[config.mk]
export PLATFORM = sky130hd
export DESIGN_NAME = syn_filt
export DESIGN_NICKNAME = d
export VERILOG_FILES = /design/src/rtl/syn_filt.sv
export SDC_FILE = /design/constraint.sdc
export NUM_CORES = 2
export LEC_CHECK = 0
export CAP_MARGIN = 40
export CORE_MARGIN = 1
export CORE_UTILIZATION = 50
export CTS_CLUSTER_DIAMETER = 80
export DETAILED_ROUTE_END_ITERATION = 16
export PLACE_DENSITY_LB_ADDON = 0.08
export SETUP_SLACK_MARGIN = 0.2
export SYNTH_ARGS = -nofsm -noshare
export SYNTH_HDL_FRONTEND = slang
export SYNTH_SLANG_ARGS = --single-unit
[constraint.sdc]
create_clock -name clk -period 18.65 [get_ports clk]
set_input_delay 3.73 -clock clk [delete_from_list [all_inputs] [get_ports clk]]
set_output_delay 3.73 -clock clk [all_outputs]
set_load 0.1 [all_outputs]
[src/rtl/syn_filt.sv]
// 10th-order LPC synthesis filter over a shared synchronous-read scratch memory.
// Each sample: y[n] = round(8*(x*a0 - sum a[j]*y[n-j])) with saturating 32-bit arithmetic.
module syn_filt #(
  parameter int          LG       = 40,
  parameter logic [10:0] A_ADDR   = 11'd0,
  parameter logic [10:0] X_ADDR   = 11'd16,
  parameter logic [10:0] Y_ADDR   = 11'd64,
  parameter logic [10:0] MEM_ADDR = 11'd112
) (
  input  logic        clk,
  input  logic        reset,
  input  logic        start,
  input  logic        update,
  input  logic [31:0] memIn,
  output logic [10:0] memRequested,
  output logic        memWrite,
  output logic [31:0] memOut,
  output logic        done
);

  localparam int NW = $clog2(LG);

  typedef enum logic [3:0] {
    IDLE, RD_X, RD_A0, MUL0, RD_A, RD_Y, MSU, SCALE, WR_Y, UPD_RD, UPD_WR, DONE
  } stateT;

  stateT              stateReg, stateNext;
  logic [NW-1:0]      nReg, nNext;
  logic [3:0]         jReg, jNext, kReg, kNext;
  logic signed [31:0] accReg, accNext;
  logic [15:0]        xReg, xNext, aReg, aNext, yReg, yNext;
  logic               updReg, updNext;
  logic [10:0]        nExt, jExt, yAddr;
  logic [3:0]         jInc;
  logic               unusedMemHi;

  assign unusedMemHi = ^memIn[31:16];

  function automatic logic signed [31:0] lMult(input logic signed [15:0] a, input logic signed [15:0] b);
    logic signed [31:0] p;
    p = $signed({{16{a[15]}}, a}) * $signed({{16{b[15]}}, b});
    if (a == 16'sh8000 && b == 16'sh8000) return 32'sh7fffffff;
    return p <<< 1;
  endfunction

  function automatic logic signed [31:0] lSub(input logic signed [31:0] a, input logic signed [31:0] b);
    logic [32:0] d;
    d = {a[31], a} - {b[31], b};
    if (d[32] != d[31]) return d[32] ? 32'sh80000000 : 32'sh7fffffff;
    return $signed(d[31:0]);
  endfunction

  function automatic logic signed [31:0] lShl3(input logic signed [31:0] s);
    if (s[31:28] == 4'b0000 || s[31:28] == 4'b1111) return $signed({s[28:0], 3'b000});
    return s[31] ? 32'sh80000000 : 32'sh7fffffff;
  endfunction

  // Only positive overflow is possible when adding the rounding constant.
  function automatic logic [15:0] roundHi(input logic signed [31:0] s);
    logic [32:0] sum;
    sum = {s[31], s} + 33'h0_0000_8000;
    if (sum[32] != sum[31]) return 16'h7fff;
    return sum[31:16];
  endfunction

  // Taps reaching before the frame start fall back into the history buffer.
  assign nExt  = {{(11-NW){1'b0}}, nReg};
  assign jExt  = {7'b0, jReg};
  assign jInc  = jReg + 4'd1;
  assign yAddr = (nExt >= jExt) ? (Y_ADDR + nExt - jExt) : (MEM_ADDR + 11'd10 + nExt - jExt);

  always_ff @(posedge clk or negedge reset) begin
    if (!reset) begin
      stateReg <= IDLE;
      nReg     <= '0;
      jReg     <= '0;
      kReg     <= '0;
      accReg   <= '0;
      xReg     <= '0;
      aReg     <= '0;
      yReg     <= '0;
      updReg   <= 1'b0;
    end else begin
      stateReg <= stateNext;
      nReg     <= nNext;
      jReg     <= jNext;
      kReg     <= kNext;
      accReg   <= accNext;
      xReg     <= xNext;
      aReg     <= aNext;
      yReg     <= yNext;
      updReg   <= updNext;
    end
  end

  always_comb begin
    stateNext    = stateReg;
    nNext        = nReg;
    jNext        = jReg;
    kNext        = kReg;
    accNext      = accReg;
    xNext        = xReg;
    aNext        = aReg;
    yNext        = yReg;
    updNext      = updReg;
    memRequested = '0;
    memWrite     = 1'b0;
    memOut       = '0;
    done         = 1'b0;
    case (stateReg)
      IDLE: begin
        if (start) begin
          updNext   = update;
          nNext     = '0;
          stateNext = RD_X;
        end
      end
      RD_X: begin
        memRequested = X_ADDR + nExt;
        stateNext    = RD_A0;
      end
      RD_A0: begin
        memRequested = A_ADDR;
        xNext        = memIn[15:0];
        stateNext    = MUL0;
      end
      MUL0: begin
        accNext   = lMult(xReg, memIn[15:0]);
        jNext     = 4'd1;
        stateNext = RD_A;
      end
      RD_A: begin
        memRequested = A_ADDR + jExt;
        stateNext    = RD_Y;
      end
      RD_Y: begin
        aNext        = memIn[15:0];
        memRequested = yAddr;
        stateNext    = MSU;
      end
      // Accumulate the current tap while already fetching the next coefficient.
      MSU: begin
        accNext = lSub(accReg, lMult(aReg, memIn[15:0]));
        if (jReg == 4'd10) begin
          stateNext = SCALE;
        end else begin
          jNext        = jInc;
          memRequested = A_ADDR + {7'b0, jInc};
          stateNext    = RD_Y;
        end
      end
      SCALE: begin
        yNext     = roundHi(lShl3(accReg));
        stateNext = WR_Y;
      end
      WR_Y: begin
        memWrite     = 1'b1;
        memRequested = Y_ADDR + nExt;
        memOut       = {{16{yReg[15]}}, yReg};
        if (nReg == NW'(LG - 1)) begin
          kNext     = '0;
          stateNext = updReg ? UPD_RD : DONE;
        end else begin
          nNext     = nReg + 1'b1;
          stateNext = RD_X;
        end
      end
      UPD_RD: begin
        memRequested = Y_ADDR + 11'(LG - 10) + {7'b0, kReg};
        stateNext    = UPD_WR;
      end
      UPD_WR: begin
        memWrite     = 1'b1;
        memRequested = MEM_ADDR + {7'b0, kReg};
        memOut       = {{16{memIn[15]}}, memIn[15:0]};
        if (kReg == 4'd9) begin
          stateNext = DONE;
        end else begin
          kNext     = kReg + 4'd1;
          stateNext = UPD_RD;
        end
      end
      DONE: begin
        done = 1'b1;
        if (!start) stateNext = IDLE;
      end
      default: stateNext = IDLE;
    endcase
  end

endmodule

==> results.cfg <==
[run_status]
status = complete, no violations

[clock_tree]
cts_tree = built
clock_latency_ns = 0.37
cts_resized = 0
postCtsSetupBuffers = 0
cts.sinks = 99
cts_buffer_depth = 2
tritoncts.num_buffers = 9
cts-root-buf = clkbuf_16
path_clk_slew_ns = 0.08
cts_hold_buffers = 0
htreeDepth = 3

[logic_synthesis]
syn_inst = 3081
syn-cell-area_sq_mm = 0.0268
synth_cell_types = 73
synth-main-ff-cell = dfrtp_1
ys_ff_latch = 99
synth_edf_count = 0
syn_avg_cell_area_sq_um = 8.71
seq_area_frac_synth_pct = 9.23
yosysWarningCount = 0
async_flop_share_pct = 100

[global_routing]
grt_pass1_wl_mm = 118
antenna_found_initial = 0
grt_pass1_vias = 21500
track_usage_pct = 27.8
overflow = 0
grt_max_degree = 47

[timing]
min_period_ns = 12.79
tns_ns = 0
finalMaxSlewViolations = 0
tightest_slew_ns = 0.919
slew_headroom_pct = 38.8
max_freq_mhz = 78.2
finalHoldViolations = 0
setup_ws_ns = 5.86
setup_viol = 0
rsz0062_at_grt = no
holdWs_ns = 0.486
finalClockSkew_ns = 0.0134
finalCritPeriodShare_pct = 68.6

[hold_path]
min_path_cells = 2
hp-class = reg -> reg

[die]
coreArea_sq_mm = 0.0528
die_x_um = 234
die-area_sq_mm = 0.0546
dieHeight_um = 234
initial_core_util_pct = 50.9
rows = 84
ios = 81

[layout]
fin_nets = 3837
final_cell_count_no_fill = 3763
area_delta_synth_final_pct = 7.90
drive_gt1_share_pct = 4.33
diodes = 0

[worst_setup_path]
crit_start = memIn[1]
required_ns = 18.92
crit_cells = 30
cp.arrival_ns = 13.06
regToRegEndpoint = accReg[22]
crit_family = adder cells
crit_path_end_kind = flop
crit_buf_inv = 6
endpoint = accReg[22]
cpPeakStageDelay_ns = 0.58
cp_slowest_cell = fa_1
ff2ff_setup_slack_ns = 9.24
critPathMaxFanout = 36
rr_startpoint = aReg[15]
reg2reg_depth = 28
cpMostUsedCell = fa_1
critPathKind = in -> reg
start_kind = primary input

[detailed_routing]
wl_per_cell_um = 19.1
vias = 20700
drtAntennaViolNets = 0
routed_wl_mm = 71.9
vias_per_cell = 5.51
drt-pass1-iter-count = 7
drt-initial-drc-count = 1307
drc = 0

[place]
hpwl_mm = 55.1
dp_slack_ns = 5.56
finalWeightedCongestion = 0.898
port-buffer-count = 61
placedCellCount = 3746

[flow_run]
maxCapViolCount = 0
## sequential cells by signal (all words and copies together) (netlist names)
signal,cells
xReg,16
aReg,16
kReg,4
jReg,4
updReg,1
nReg,6
accReg,32
yReg,16
stateReg,4
## cells in the mapped netlist (16+ instances only)
cell type | count | share of area [%]
mux2_2 | 18 | 0.76
o21a_1 | 16 | 0.45
a21o_1 | 41 | 1.1
a22o_1 | 16 | 0.52
nor3_1 | 25 | 0.47
inv_1 | 587 | 8.2
ha_1 | 215 | 10
nor2_1 | 129 | 1.8
nand2_1 | 403 | 5.6
fa_1 | 516 | 39
xor2_1 | 37 | 1.2
o21ai_0 | 83 | 1.5
xnor2_1 | 84 | 2.7
o21ai_1 | 25 | 0.47
a21oi_1 | 128 | 2.4
and2_1 | 224 | 5.2
nand3_1 | 34 | 0.63
dfrtp_1 | 99 | 9.2
clkbuf_1 | 131 | 1.8
nand2b_1 | 37 | 0.86
buf_4 | 19 | 0.53
## worst min path at each step
stage,start,endpoint,slack [ns]
after floorplan,yReg[0],yReg[0],0.45
after global placement,yReg[1],yReg[1],0.47
after detailed placement,yReg[2],yReg[2],0.47
after CTS,yReg[2],yReg[2],0.49
after global routing,yReg[5],yReg[5],0.53
final,yReg[2],yReg[2],0.49
## cells by family (layout without fill, tap and decap cells)
group	Yosys count	count (layout)	synth area share, %
flip-flops	99	99	9.23
other	1	3	0.0140
adder cells (fa/ha/maj)	731	731	48.5
multiplexers	21	21	0.867
buffers and inverters	753	745	10.9
XOR/XNOR	121	121	3.95
AND/OR/NAND/NOR	929	929	16.6
AO/OA/AOI/OAI	426	426	9.96
## stage by stage
step                instance area, sq um  utilization, %
floorplan                          26800               -
global placement                   27800            52.8
detailed placement                 28600            54.3
CTS                                28900            54.8
global route                       29000            54.9
finish                             29000            54.9
## tightest hold or removal path, delay by kind of cell (launching register included)
family	cells	cell delay, ns
flops	1	0.35
compound gates	1	0.06
simple gates	1	0.05
## final cells by class
| cell class | instances | area [sq um] |
|---|---|---|
| Timing Repair Buffer | 142 | 1660 |
| Tap cell | 688 | 861 |
| Inverter | 587 | 2200 |
| Clock buffer | 10 | 239 |
| Fill cell | 4901 | 23800 |
| Sequential cell | 99 | 2480 |
| Clock inverter | 6 | 53.8 |
| Multi-Input combinational cell | 2231 | 21500 |
## layer usage
layer	share of wire (%)	global-route usage (%)	vias to the layer above
li1	-	-	9473
met4	3.1	7.83	0
met1	44	38.3	10600
met5	0	0	-
met2	49	46.8	520
met3	4.8	2.53	114
## cell usage in the layout, fill, tap and decap left out, types with 9 or more instances in the layout
cell type / instances
nand4_1: 14
inv_1: 587
buf_4: 32
mux2_2: 18
clkdlybuf4s50_1: 60
a211oi_1: 10
a21o_1: 41
o21a_1: 16
a22o_1: 16
xnor2_1: 84
fa_1: 516
o21bai_1: 10
clkbuf_16: 9
and3_1: 9
nor4_1: 15
nand2_1: 403
nand3_1: 34
a21oi_1: 128
ha_1: 215
nor2b_1: 14
buf_8: 43
o21ai_0: 82
dfrtp_1: 99
nor3_1: 23
nand2b_1: 37
o21ai_1: 26
nor2_1: 127
and2_1: 224
a31oi_1: 14
xor2_1: 37
o22ai_1: 15
o211ai_1: 11
or3_1: 9
o31ai_1: 10
Power is not shown: default switching activity piles up to over one toggle a cycle in this logic, so the estimate is an artifact.
